### src/rtl/imm_ext_pipe_pkg.sv
// Shared format codes and opcode constants for the immediate generator.
// Codes I..J keep their historical values; Z, Sh and None take the next free codes.
package imm_ext_pipe_pkg;

    typedef enum logic [2:0] {
        EXT_IMM_I    = 3'd0,
        EXT_IMM_S    = 3'd1,
        EXT_IMM_B    = 3'd2,
        EXT_IMM_U    = 3'd3,
        EXT_IMM_J    = 3'd4,
        EXT_IMM_Z    = 3'd5,
        EXT_IMM_SH   = 3'd6,
        EXT_IMM_NONE = 3'd7
    } imm_fmt_e;

    localparam logic [6:0] OPC_LUI       = 7'b0110111;
    localparam logic [6:0] OPC_AUIPC     = 7'b0010111;
    localparam logic [6:0] OPC_JAL       = 7'b1101111;
    localparam logic [6:0] OPC_JALR      = 7'b1100111;
    localparam logic [6:0] OPC_LOAD      = 7'b0000011;
    localparam logic [6:0] OPC_STORE     = 7'b0100011;
    localparam logic [6:0] OPC_BRANCH    = 7'b1100011;
    localparam logic [6:0] OPC_OP_IMM    = 7'b0010011;
    localparam logic [6:0] OPC_OP_IMM_32 = 7'b0011011;
    localparam logic [6:0] OPC_SYSTEM    = 7'b1110011;
    localparam logic [6:0] OPC_OP        = 7'b0110011;
    localparam logic [6:0] OPC_OP_32     = 7'b0111011;
    localparam logic [6:0] OPC_MISC_MEM  = 7'b0001111;

endpackage

### src/rtl/imm_ext_pipe_core.sv
// Combinational format selection and immediate extraction.
// Extraction is done at 64 bits and truncated to XLEN.
module imm_ext_pipe_core
    import imm_ext_pipe_pkg::*;
#(
    parameter int XLEN        = 32,
    parameter bit AUTO_DECODE = 1'b1
) (
    input  logic [31:0]     i_ins,
    input  logic [2:0]      i_sel_ext,
    output logic [XLEN-1:0] o_imm,
    output imm_fmt_e        o_fmt,
    output logic            o_illegal
);

    logic [6:0]  w_opc;
    logic [2:0]  w_f3;
    logic        w_is_shift;
    imm_fmt_e    w_fmt;
    logic        w_illegal;
    logic        w_sh_wide;
    logic [63:0] w_imm64;

    assign w_opc      = i_ins[6:0];
    assign w_f3       = i_ins[14:12];
    assign w_is_shift = (w_f3 == 3'b001) || (w_f3 == 3'b101);

    always_comb begin
        w_fmt     = EXT_IMM_NONE;
        w_illegal = 1'b0;
        w_sh_wide = 1'b0;
        if (AUTO_DECODE) begin
            // w_opc includes ins[1:0], so compressed encodings fall into default.
            case (w_opc)
                OPC_LUI, OPC_AUIPC: w_fmt = EXT_IMM_U;
                OPC_JAL:            w_fmt = EXT_IMM_J;
                OPC_JALR, OPC_LOAD: w_fmt = EXT_IMM_I;
                OPC_STORE:          w_fmt = EXT_IMM_S;
                OPC_BRANCH:         w_fmt = EXT_IMM_B;
                OPC_OP_IMM: begin
                    w_fmt     = w_is_shift ? EXT_IMM_SH : EXT_IMM_I;
                    w_sh_wide = (XLEN == 64);
                end
                OPC_OP_IMM_32: begin
                    if (XLEN == 64) w_fmt = w_is_shift ? EXT_IMM_SH : EXT_IMM_I;
                    else            w_illegal = 1'b1;
                end
                OPC_SYSTEM:         w_fmt = w_f3[2] ? EXT_IMM_Z : EXT_IMM_I;
                OPC_OP, OPC_MISC_MEM: w_fmt = EXT_IMM_NONE;
                OPC_OP_32: begin
                    if (XLEN != 64) w_illegal = 1'b1;
                end
                default:            w_illegal = 1'b1;
            endcase
        end else begin
            w_sh_wide = (XLEN == 64);
            case (i_sel_ext)
                EXT_IMM_I, EXT_IMM_S, EXT_IMM_B, EXT_IMM_U,
                EXT_IMM_J, EXT_IMM_Z, EXT_IMM_SH, EXT_IMM_NONE:
                    w_fmt = imm_fmt_e'(i_sel_ext);
                default: w_illegal = 1'b1;
            endcase
        end
    end

    always_comb begin
        w_imm64 = 64'd0;
        if (!w_illegal) begin
            case (w_fmt)
                EXT_IMM_I:  w_imm64 = {{52{i_ins[31]}}, i_ins[31:20]};
                EXT_IMM_S:  w_imm64 = {{52{i_ins[31]}}, i_ins[31:25], i_ins[11:7]};
                EXT_IMM_B:  w_imm64 = {{52{i_ins[31]}}, i_ins[7], i_ins[30:25], i_ins[11:8], 1'b0};
                EXT_IMM_U:  w_imm64 = {{32{i_ins[31]}}, i_ins[31:12], 12'd0};
                EXT_IMM_J:  w_imm64 = {{44{i_ins[31]}}, i_ins[19:12], i_ins[20], i_ins[30:21], 1'b0};
                EXT_IMM_Z:  w_imm64 = {59'd0, i_ins[19:15]};
                EXT_IMM_SH: w_imm64 = {58'd0, w_sh_wide & i_ins[25], i_ins[24:20]};
                default:    w_imm64 = 64'd0;
            endcase
        end
    end

    assign o_imm     = w_imm64[XLEN-1:0];
    assign o_fmt     = w_illegal ? EXT_IMM_NONE : w_fmt;
    assign o_illegal = w_illegal;

endmodule

### src/rtl/imm_ext_pipe.sv
// Registered immediate generator: decode core feeding a two-entry skid buffer
// (output register plus one skid slot), 1-cycle latency, full throughput.
module imm_ext_pipe
    import imm_ext_pipe_pkg::*;
#(
    parameter int XLEN        = 32,
    parameter bit AUTO_DECODE = 1'b1
) (
    input  logic            clk,
    input  logic            rst_n,
    input  logic            in_valid,
    output logic            in_ready,
    input  logic [31:0]     in_ins,
    input  logic [2:0]      in_sel_ext,
    input  logic            flush,
    output logic            out_valid,
    input  logic            out_ready,
    output logic [XLEN-1:0] out_imm,
    output logic [2:0]      out_fmt,
    output logic            out_illegal
);

    if (XLEN != 32 && XLEN != 64) begin : g_bad_xlen
        $error("imm_ext_pipe: XLEN must be 32 or 64");
    end

    logic [XLEN-1:0] w_core_imm;
    imm_fmt_e        w_core_fmt;
    logic            w_core_illegal;

    imm_ext_pipe_core #(
        .XLEN        (XLEN),
        .AUTO_DECODE (AUTO_DECODE)
    ) u_core (
        .i_ins     (in_ins),
        .i_sel_ext (in_sel_ext),
        .o_imm     (w_core_imm),
        .o_fmt     (w_core_fmt),
        .o_illegal (w_core_illegal)
    );

    logic            r_out_valid;
    logic [XLEN-1:0] r_out_imm;
    imm_fmt_e        r_out_fmt;
    logic            r_out_illegal;
    logic            r_skid_valid;
    logic [XLEN-1:0] r_skid_imm;
    imm_fmt_e        r_skid_fmt;
    logic            r_skid_illegal;

    // Handshake: a word moves on a side only in a cycle where valid and ready are
    // both high; out_* hold while out_valid && !out_ready; in_ready = skid slot empty.
    logic w_in_fire;
    logic w_out_free;
    logic w_load_out;
    logic w_load_skid;

    assign w_in_fire   = in_valid && in_ready;
    assign w_out_free  = !r_out_valid || out_ready;
    assign w_load_out  = w_out_free && (r_skid_valid || w_in_fire);
    assign w_load_skid = !w_out_free && w_in_fire;

    always_ff @(posedge clk or negedge rst_n) begin
        if (!rst_n) begin
            r_out_valid    <= 1'b0;
            r_out_imm      <= '0;
            r_out_fmt      <= EXT_IMM_NONE;
            r_out_illegal  <= 1'b0;
            r_skid_valid   <= 1'b0;
            r_skid_imm     <= '0;
            r_skid_fmt     <= EXT_IMM_NONE;
            r_skid_illegal <= 1'b0;
        end else begin
            // Payloads load regardless of flush; only the valid bits are squashed.
            if (w_load_out) begin
                if (r_skid_valid) begin
                    r_out_imm     <= r_skid_imm;
                    r_out_fmt     <= r_skid_fmt;
                    r_out_illegal <= r_skid_illegal;
                end else begin
                    r_out_imm     <= w_core_imm;
                    r_out_fmt     <= w_core_fmt;
                    r_out_illegal <= w_core_illegal;
                end
            end
            if (w_load_skid) begin
                r_skid_imm     <= w_core_imm;
                r_skid_fmt     <= w_core_fmt;
                r_skid_illegal <= w_core_illegal;
            end
            if (flush) begin
                r_out_valid  <= 1'b0;
                r_skid_valid <= 1'b0;
            end else if (w_out_free) begin
                r_out_valid  <= r_skid_valid || w_in_fire;
                r_skid_valid <= 1'b0;
            end else if (w_in_fire) begin
                r_skid_valid <= 1'b1;
            end
        end
    end

    assign in_ready    = !r_skid_valid;
    assign out_valid   = r_out_valid;
    assign out_imm     = r_out_imm;
    assign out_fmt     = r_out_fmt;
    assign out_illegal = r_out_illegal;

endmodule

### config.mk
export PLATFORM = sky130hd
export DESIGN_NAME = imm_ext_pipe
export DESIGN_NICKNAME = d
export VERILOG_FILES = /design/src/rtl/imm_ext_pipe_pkg.sv /design/src/rtl/imm_ext_pipe_core.sv /design/src/rtl/imm_ext_pipe.sv
export SDC_FILE = /design/constraint.sdc
export NUM_CORES = 1
export LEC_CHECK = 0
export ABC_CLOCK_PERIOD_IN_PS = 4700
export BUFFER_PORTS_ARGS = -buffer_cell sky130_fd_sc_hd__buf_2
export CAP_MARGIN = 20
export CORE_MARGIN = 5
export CORE_UTILIZATION = 62
export CTS_BUF_LIST = sky130_fd_sc_hd__clkbuf_2
export DETAILED_ROUTE_END_ITERATION = 8
export PLACE_DENSITY = 0.87
export SLEW_MARGIN = 30
export SYNTH_ARGS = -nofsm -noshare
export SYNTH_HDL_FRONTEND = slang
export SYNTH_HIERARCHICAL = 1
export SYNTH_SLANG_ARGS = --single-unit
### constraint.sdc
create_clock -name clk -period 4.7 [get_ports clk]
set_clock_uncertainty 0.15 [all_clocks]
set_input_delay 0 -clock clk [delete_from_list [all_inputs] [get_ports clk]]
set_output_delay 0 -clock clk [all_outputs]
set_load 0.02 [all_outputs]
Word level (Yosys, flattened, before mapping)
Index checks and enable logic that the tools add are counted.
- add/subtract/negate cells: 0
- multiply operators: 0
- div/mod/pow operators: 0
- order comparisons: 0
- equality and inequality tests: 19
- shifts and indexed selects: 0
- muxes and demuxes: 15
- bitwise gates (word level): 0
- reduce and logical (&&, ||, !) cells: 15
- operators by type and width (cell ; number):
    $pmux W32 S7 ; 1
    $mux W32 ; 2
    $eq A7 B7 Y1 const B ; 4
    $eq A7 B6 Y1 const B ; 3
    $pmux W3 S7 ; 1
    $eq A7 B5 Y1 const B ; 2
    $eq A3 B3 Y1 const B ; 4
    $mux W3 ; 4
    $reduce_or A11 Y1 ; 1
    $eq A7 B2 Y1 const B ; 1
    $eq A7 B4 Y1 const B ; 1
    $mux W1 ; 7
    $eq A3 B1 Y1 const B ; 2
    $eq A3 B2 Y1 const B ; 2
    $reduce_or A2 Y1 ; 2
    $logic_and A1 B1 Y1 ; 3
    $logic_not A1 Y1 ; 3
    $logic_not A3 Y1 ; 1
    $logic_or A1 B1 Y1 ; 3
    $reduce_bool A3 Y1 ; 1
    $reduce_bool A2 Y1 ; 1
- flip-flop bits (word level): 74
- bits in latches: 0
- bits in writable memories: 0
- bits in read-only memories: 0
- input port bits: 40
- output and inout port bits: 38
- memories: 0

Depth between registers and ports, before layout
Gate-level depths: netlist (run 1).
- word-level depth: 8
- gate-level depth with buffers: 9

By module
The synthesis (run 1) kept the hierarchy.
- by module, submodules not included (module ; times used ; cells an instance ; area each (µm²) ; sequential area each (µm²)):
    imm_ext_pipe ; 1 ; 201 ; 3478.3 ; 1859.3
    imm_ext_pipe_core ; 1 ; 102 ; 718.2 ; 0.0

Worst setup path after synthesis (run 1)
No wires, ideal clock.
- path type: input-to-reg
- from: in in_ins[5]
- to: reg r_out_imm[12] (netlist: out_imm[12])
- arrival: 1640 ps
- required time: 4425 ps
- slack: 2784 ps
- cell stages on the path: 9
- cells stage by stage: buf_6 nor4b_2 o2111ai_1 and3_1 nor2b_4 buf_6 a21o_1 mux2_4 mux2_4
- cells in the longest elaborated chain, start to end: 7
- elaborated cells on any way between the ends: 25
- ends and longest elaborated chain (element ; RTL line ; text):
    start: declaration ; imm_ext_pipe.sv:13 ; input logic [31:0] in_ins,
    $eq A7 B7 Y1 (tied with other cells) ; imm_ext_pipe_core.sv:34 ; case (w_opc)
    $reduce_or A2 Y1 ; -- ;
    $pmux W3 S7 ; imm_ext_pipe_core.sv:34 ;
    $eq A3 B3 Y1 (tied with other cells) ; imm_ext_pipe_core.sv:69 ; case (w_fmt)
    $pmux W32 S7 ; imm_ext_pipe_core.sv:69 ;
    $mux W32 (*) ; imm_ext_pipe_core.sv:68 ; if (!w_illegal) begin
    net w_core_imm[12] ; imm_ext_pipe.sv:27 ; logic [XLEN-1:0] w_core_imm;
    $mux W32 (*) ; imm_ext_pipe.sv:76 ; if (r_skid_valid) begin
    end signal: assignment ; imm_ext_pipe.sv:77 ; r_out_imm <= r_skid_imm;
    end signal: assignment ; imm_ext_pipe.sv:81 ; r_out_imm <= w_core_imm;
    end: declaration ; imm_ext_pipe.sv:43 ; logic [XLEN-1:0] r_out_imm;
Mark *: on every way through the listed nets, which the timed path passes. The rest lies on a longest branch.
A chain may end at the register's enable or synchronous reset.

Worst setup path after layout (run 1)
- from: reg r_skid_valid
- to: reg r_out_imm[22] (netlist: out_imm[22])
- cells in the longest elaborated chain, start to end: 4
- elaborated cells on any way between the ends: 5
- ends and longest elaborated chain (element ; RTL line ; text):
    start: declaration ; imm_ext_pipe.sv:46 ; logic r_skid_valid;
    start signal: assignment ; imm_ext_pipe.sv:69 ; r_skid_valid <= 1'b0;
    start signal: assignment ; imm_ext_pipe.sv:93 ; r_skid_valid <= 1'b0;
    start signal: assignment ; imm_ext_pipe.sv:96 ; r_skid_valid <= 1'b0;
    $logic_not A1 Y1 ; imm_ext_pipe.sv:103 ; assign in_ready = !r_skid_valid;
    $logic_and A1 B1 Y1 ; imm_ext_pipe.sv:58 ; assign w_in_fire = in_valid && in_ready;
    $logic_or A1 B1 Y1 ; imm_ext_pipe.sv:60 ; assign w_load_out = w_out_free && (r_skid_valid || w_in_fire);
    $logic_and A1 B1 Y1 ; imm_ext_pipe.sv:60 ;
Parallel ways exist; a longest one is shown, timed or not.

==> results of run 1 <==
-- layer usage --
| metal | wire [um] | GRT usage (%) | part of all wire (%) | up-vias |
|---|---|---|---|---|
| met5 | 0 | 0 | 0 | - |
| met4 | 155 | 8.17 | 1.8 | 0 |
| met3 | 269 | 3.12 | 3.1 | 14 |
| met2 | 4360 | 35.7 | 50 | 65 |
| met1 | 3930 | 28.4 | 45 | 1399 |
| li1 | - | - | - | 1312 |
-- sequential cells by signal, summed over array words and instances, names as in the netlist --
signal          cells
r_skid_valid        1
out_fmt             3
out_illegal         1
r_skid_imm         32
out_valid           1
out_imm            32
r_skid_fmt          3
r_skid_illegal      1
-- how the worst max path moves through the flow --
| stage | startpoint | to | cells after the start |
|---|---|---|---|
| after floorplan | in_ins[5] | out_imm[12] | 9 |
| after global placement | r_skid_valid | out_imm[20] | 4 |
| after detailed placement | r_skid_valid | out_imm[29] | 4 |
| after CTS | r_skid_valid | out_imm[22] | 4 |
| after global routing | r_skid_valid | out_imm[21] | 4 |
| final | r_skid_valid | out_imm[22] | 4 |
-- critical path, delay by kind of cell, from the launching register on --
| kind | cells | cell delay, ns |
|---|---|---|
| DFF | 1 | 0.92 |
| buffers and inverters | 1 | 0.47 |
| muxes | 1 | 0.34 |
| and+or+nand+nor | 2 | 0.79 |
-- placed cells by master (no fill, tap or decap), types with 2 or more instances in the layout --
cell type / n
and2_1: 2
dlygate4sd3_1: 35
mux2_1: 7
o21ai_1: 3
and3_1: 4
nand2b_1: 2
nand2_1: 5
clkbuf_2: 10
nor2b_4: 2
o2111ai_1: 2
nor3b_1: 2
a21o_1: 20
nor2b_1: 11
nand4b_1: 2
nor2_1: 3
clkinvlp_4: 3
buf_2: 74
o21ai_0: 4
buf_4: 2
dfrtp_1: 67
mux2_2: 42
o2bb2ai_1: 5
a21oi_1: 8
inv_1: 2
dfstp_2: 6
mux2_4: 59
nand3_1: 2
-- timing repair --
action / CTS / global route
buffers inserted: 0 / 0
endpoints found under the hold margin: 134 / 41
gates resized for setup: 0 / 0
setup endpoints to repair: 0 / 0
hold buffers: 34 / 1
-- per-stage QoR --
step	total power [mW]	hold slack, ns
after floorplan	0.821	-0.446
after global placement	0.876	0.0200
after detailed placement	0.883	0.0267
after CTS	1.26	0.0207
after global routing	1.31	0.0502
final	1.25	0.0602
-- power breakdown --
| part | internal, mW | total, mW | switching, mW |
|---|---|---|---|
| Clock | 0.125 | 0.353 | 0.228 |
| Sequential | 0.670 | 0.688 | 0.0187 |
| Combinational | 0.105 | 0.205 | 0.100 |
| Total | 0.900 | 1.25 | 0.347 |
-- area by class of cell --
cell class	instances	area share, %
multi-input combinational	206	43.2
sequential	74	37.3
timing repair buffer	112	15.0
tap	80	2.01
clock inverter	6	1.33
clock buffer	10	1.00
inverter	2	0.150
-- cells by family (layout without fill, tap and decap cells) --
group / after synthesis / after routing
AOI/OAI and AO/OA: 50 / 50
buffers and inverters: 23 / 130
DFF: 74 / 74
muxes: 108 / 108
and+or+nand+nor: 48 / 48
==> metrics.md, run 1 <==
| Metric | Value |
|---|---|
| Status | `completed` |
| Netlist cell types | `46` |
| Clk root buf | `clkbuf_2` |
| Setup WS post-layout | `1.90 ns` |
| Largest family of logic cells by synthesized area | `multiplexers` |
| Area of the multi-input gates | `2160 sq um` |
| Final Max Slew Viols | `0` |
| Die ar. | `8510 sq um` |
| Clk sink count | `74` |
| Critical path class | `reg -> reg` |
| R2r startpoint | `r_skid_valid` |
| Worst slew pin tran | `0.867 ns` |
| Core Area | `6680 sq um` |
| H-Tree Depth | `3` |
| Leading post-synthesis cells by cell area | `dfrtp_1 41%, mux2_4 21%, mux2_2 11%, dfstp_2 3.8%, a21o_1 3.6%` |
| Synth Area in Simple Gates | `8.44%` |
| Row Count | `30` |
| Crit end category | `flip-flop` |
| DR vias/cell | `5.69` |
| Post-DRT Antenna Nets | `0` |
| YS warnings | `6` |
| PortBufs | `74` |
| Post-synth EDFFs | `0` |
| Crit path cell chain | `nor2_1 -> nor2b_4 -> buf_4 -> mux2_4` |
| Register area share after synthesis | `44.3%` |
| Max Cap Violations | `0` |
| Final setup viols | `0` |
| Gpl congestion | `0.902` |
| Largest net degree at the start of global routing | `75` |
| First-pass GRT wire length | `14400 um` |
| Top-count cell post-synth | `dfrtp_1` |
| Asr flop ratio synth | `100%` |
| Layout area overhead | `19.0%` |
| IR drop worst, VDD | `191 uV` |
| Syn Std Cell Area | `4200 sq um` |
| Mux contribution to synthesized area | `34.3%` |
| Total gr overflow | `0` |
| Worst skew pair latency | `0.50 ns` |
| Final cell count without fillers | `490` |
| Vias | `2790` |
| Fin crit period | `2.80 ns` |
| Crit start category | `flip-flop` |
| Dominant synthesized flop cell | `dfrtp_1` |
| DRC | `0` |
| Pwr dens | `250 nW/um^2` |
| Die Span X | `92.3 um` |
| Syn Area/Cell | `13.8 sq um` |
| Top Ports | `78` |
| Register area | `1860 sq um` |
| Diode count | `0` |
| Seq cells post-synth | `74` |
| Slew headroom | `41.8%` |
| Pre-CTS setup slack | `1.92 ns` |
| Hold-critical path endpoint | `r_skid_imm[11]` |
| Longest Clk Path Bufs | `2` |
| Achievable Freq | `358 MHz` |
| Setup TNS | `0 ns` |
| Synth area leader | `dfrtp_1` |
| FF-to-FF path depth | `4` |
| Unrepaired setup endpoints after global routing | `no` |
| Hold Path Cell Cnt | `4` |
| CTS Buf Count | `9` |
| Starting Density | `62.8%` |
| Leakage Power | `2.62 nW` |
| Hold Startpoint | `in_ins[4]` |
| Filler cell count | `457` |
| Adder-Cell Fraction of Synth Area | `0%` |
| Period utilisation layout | `59.5%` |
| WP data required | `4.95 ns` |
| Layout cells sized above 1 | `52.0%` |
| Dpl cells | `439` |
| Final core occ | `74.7%` |
| CP max-delay cell | `dfrtp_4` |
| CTS clk-pin slew, worst paths | `0.21 ns` |
| Die Ht | `92.3 um` |
| Hpwl dp | `5870 um` |
| Cell count after synthesis | `303` |
| Synth Area in Compound Gates | `8.41%` |
| Placement Cell Area | `4520 sq um` |
| Worst hold path class | `in -> reg` |
| Drt wl/cell | `17.8 um` |
| Share of the synthesized area in the top cell type | `40.5%` |
| DR iter-0 viols | `149` |
| Worst Path Max Fanout | `39` |
| Most frequent cells after synthesis | `68 x dfrtp_1, 59 x mux2_4, 42 x mux2_2` |
| CP arrival | `3.05 ns` |
| Initial antenna violation count | `0` |
| Synthesized net count | `343` |
| Crit path largest cell delay | `0.92 ns` |
| Final Hold Vio Count | `0` |
| DR pass1 iterations | `5` |
| Post-layout instance area | `4990 sq um` |
| Post-detailed-routing wire length | `8720 um` |
| Vias in the first global route | `2866` |
| R2r endpoint | `out_imm[22]` |
| # nets final | `445` |
| CTS tree | `yes` |
| Global-route usage over all layers | `21.5%` |
| Post-synthesis xor/xnor area fraction | `0%` |
| R2r setup slk | `1.90 ns` |
(Power assumes the default switching activity.)
==> run 2: changes to the inputs <==
--- a/config.mk
+++ b/config.mk
@@ -5,14 +5,14 @@
 export SDC_FILE = /design/constraint.sdc
 export NUM_CORES = 1
 export LEC_CHECK = 0
-export ABC_CLOCK_PERIOD_IN_PS = 4700
+export ABC_CLOCK_PERIOD_IN_PS = 2800
 export BUFFER_PORTS_ARGS = -buffer_cell sky130_fd_sc_hd__buf_2
 export CAP_MARGIN = 20
 export CORE_MARGIN = 5
-export CORE_UTILIZATION = 62
+export CORE_UTILIZATION = 58
 export CTS_BUF_LIST = sky130_fd_sc_hd__clkbuf_2
 export DETAILED_ROUTE_END_ITERATION = 8
-export PLACE_DENSITY = 0.87
+export PLACE_DENSITY = 0.82
 export SLEW_MARGIN = 30
 export SYNTH_ARGS = -nofsm -noshare
 export SYNTH_HDL_FRONTEND = slang
==> constraint.sdc (replaced) <==
create_clock -name clk -period 2.8 [get_ports clk]
set_clock_uncertainty 0.15 [all_clocks]
set_input_delay 0 -clock clk [delete_from_list [all_inputs] [get_ports clk]]
set_output_delay 0 -clock clk [all_outputs]
set_load 0.02 [all_outputs]
==> metrics.md, run 2 (synthesis gave the netlist of run 1 again) <==
| Metric | Value |
|---|---|
| Die Span X | `95.1 um` |
| Longest Clk Path Bufs | `2` |
| Clk sink count | `74` |
| Post-detailed-routing wire length | `9010 um` |
| Critical path class | `in -> reg` |
| Diode count | `0` |
| Max Cap Violations | `0` |
| Drt wl/cell | `17.6 um` |
| Hold Startpoint | `in_ins[4]` |
| Total gr overflow | `0` |
| DR iter-0 viols | `199` |
| Worst slew pin tran | `0.716 ns` |
| Layout area overhead | `20.3%` |
| Post-CTS Setup Bufs | `0` |
| Largest net degree at the start of global routing | `48` |
| Pwr dens | `422 nW/um^2` |
| # nets final | `448` |
| Initial antenna violation count | `0` |
| Worst hold path class | `in -> reg` |
| Top Ports | `78` |
| Vias in the first global route | `2941` |
| Final Hold Vio Count | `0` |
| Status | `completed` |
| Leakage Power | `2.64 nW` |
| Row Count | `31` |
| First-pass GRT wire length | `14700 um` |
| IR drop worst, VDD | `237 uV` |
| Critical Path Source | `in_ins[3]` |
| CTS tree | `yes` |
| Post-layout instance area | `5050 sq um` |
| Filler cell count | `520` |
| Die Ht | `95.1 um` |
| Post-cts resize count | `0` |
| Period utilisation layout | `83.1%` |
| Crit end category | `flip-flop` |
| Setup TNS | `0 ns` |
| Placement Cell Area | `4570 sq um` |
| CTS Buf Count | `9` |
| Post-DRT Antenna Nets | `0` |
| Worst skew pair latency | `0.53 ns` |
| Fin crit period | `2.33 ns` |
| DR pass1 iterations | `4` |
| Worst Path Max Fanout | `8` |
| Final Max Slew Viols | `0` |
| Die ar. | `9040 sq um` |
| DRC | `0` |
| Final setup viols | `0` |
| Hpwl dp | `5770 um` |
| Crit start category | `primary input` |
| PortBufs | `74` |
| H-Tree Depth | `3` |
| CP arrival | `2.60 ns` |
| Most frequent cells in the layout | `75 x buf_2, 67 x dfrtp_1, 59 x mux2_4` |
| Achievable Freq | `430 MHz` |
| Gpl congestion | `0.881` |
| Core Area | `7140 sq um` |
| Vias | `2820` |
| R2r startpoint | `r_skid_valid` |
| Commonest non-fill, non-tap cell in the layout | `buf_2` |
| DR vias/cell | `5.51` |
| WP data required | `3.07 ns` |
| Hold WS | `0.0299 ns` |
| Unrepaired setup endpoints after global routing | `no` |
| Starting Density | `58.8%` |
| Global-route usage over all layers | `21.3%` |
| CTS clk-pin slew, worst paths | `0.21 ns` |
| Clk root buf | `clkbuf_2` |
| Slew headroom | `52.0%` |
| Layout cells sized above 1 | `52.1%` |
## run 2: cell count changes in the layout (fill, tap and decap cells not counted)
cell | before | now
inv_6 | 1 | 3
clkinv_2 | 1 | 0
clkbuf_2 | 10 | 9
buf_6 | 1 | 0
buf_4 | 2 | 4
clkinvlp_4 | 3 | 1
dfrtp_4 | 1 | 0
clkinv_4 | 0 | 1
dfrtp_2 | 0 | 1
buf_12 | 0 | 1
buf_2 | 74 | 75
clkinv_1 | 0 | 1
## run 2: critical path: stages
cell and delay [ns]:
dlygate4sd3_1 0.53, buf_2 0.21, nor3b_1 0.20, o21ai_0 0.10, o21ai_0 0.07, dlygate4sd3_1 0.56
nand2_1 0.08, dlygate4sd3_1 0.58, mux2_2 0.27
## run 2: worst paths after layout
path                                   to  slack (ns)  cells past startpoint
max reg2reg                   out_imm[15]        0.90                      3
min reg2reg                r_skid_imm[19]        0.36                      1
max in group asynchronous    r_skid_valid        1.45                      4
max                        r_skid_illegal        0.47                      9
min in group asynchronous     out_imm[30]        0.51                      4
min                        r_skid_imm[11]        0.03                      4
## run 2: routing by layer
layer	track usage, %	share of wire (%)	up-vias
li1	-	-	1314
met1	27.1	43	1398
met2	35.0	50	85
met3	3.95	4.1	23
met4	10.5	2.8	0
met5	0	0	-
## run 2: stage by stage
step                      setup WS [ns]  instances  total power, mW  util [%]
after floorplan                   0.884        303             1.38         -
after global placement            0.666        460             1.47      64.0
after detailed placement          0.640        460             1.48      64.0
after CTS                         0.474        512             2.14      70.8
after global routing              0.354        512             2.23      70.7
final                             0.473        512             2.13      70.7
## run 2: where the power goes
part           switching, mW  leakage, nW  internal [mW]
combinational          0.176         1.58          0.180
clock                  0.411       0.0709          0.215
sequential            0.0262        0.993           1.12
total                  0.613         2.64           1.52
## run 2: layout make-up
type	count	area, sq um	area share (%)
sequential	74	1860	36.9
inverter	2	7.51	0.149
clock inverter	7	76.3	1.51
clock buffer	9	45.0	0.892
timing repair buffer	115	776	15.4
multi-input combinational	206	2160	42.8
tap	99	124	2.45
## run 2: timing repair
item / in CTS / in global routing
endpoints found under the hold margin: 138 / 0
hold buffers: 36 / 0
endpoints found under the setup margin: 0 / 0
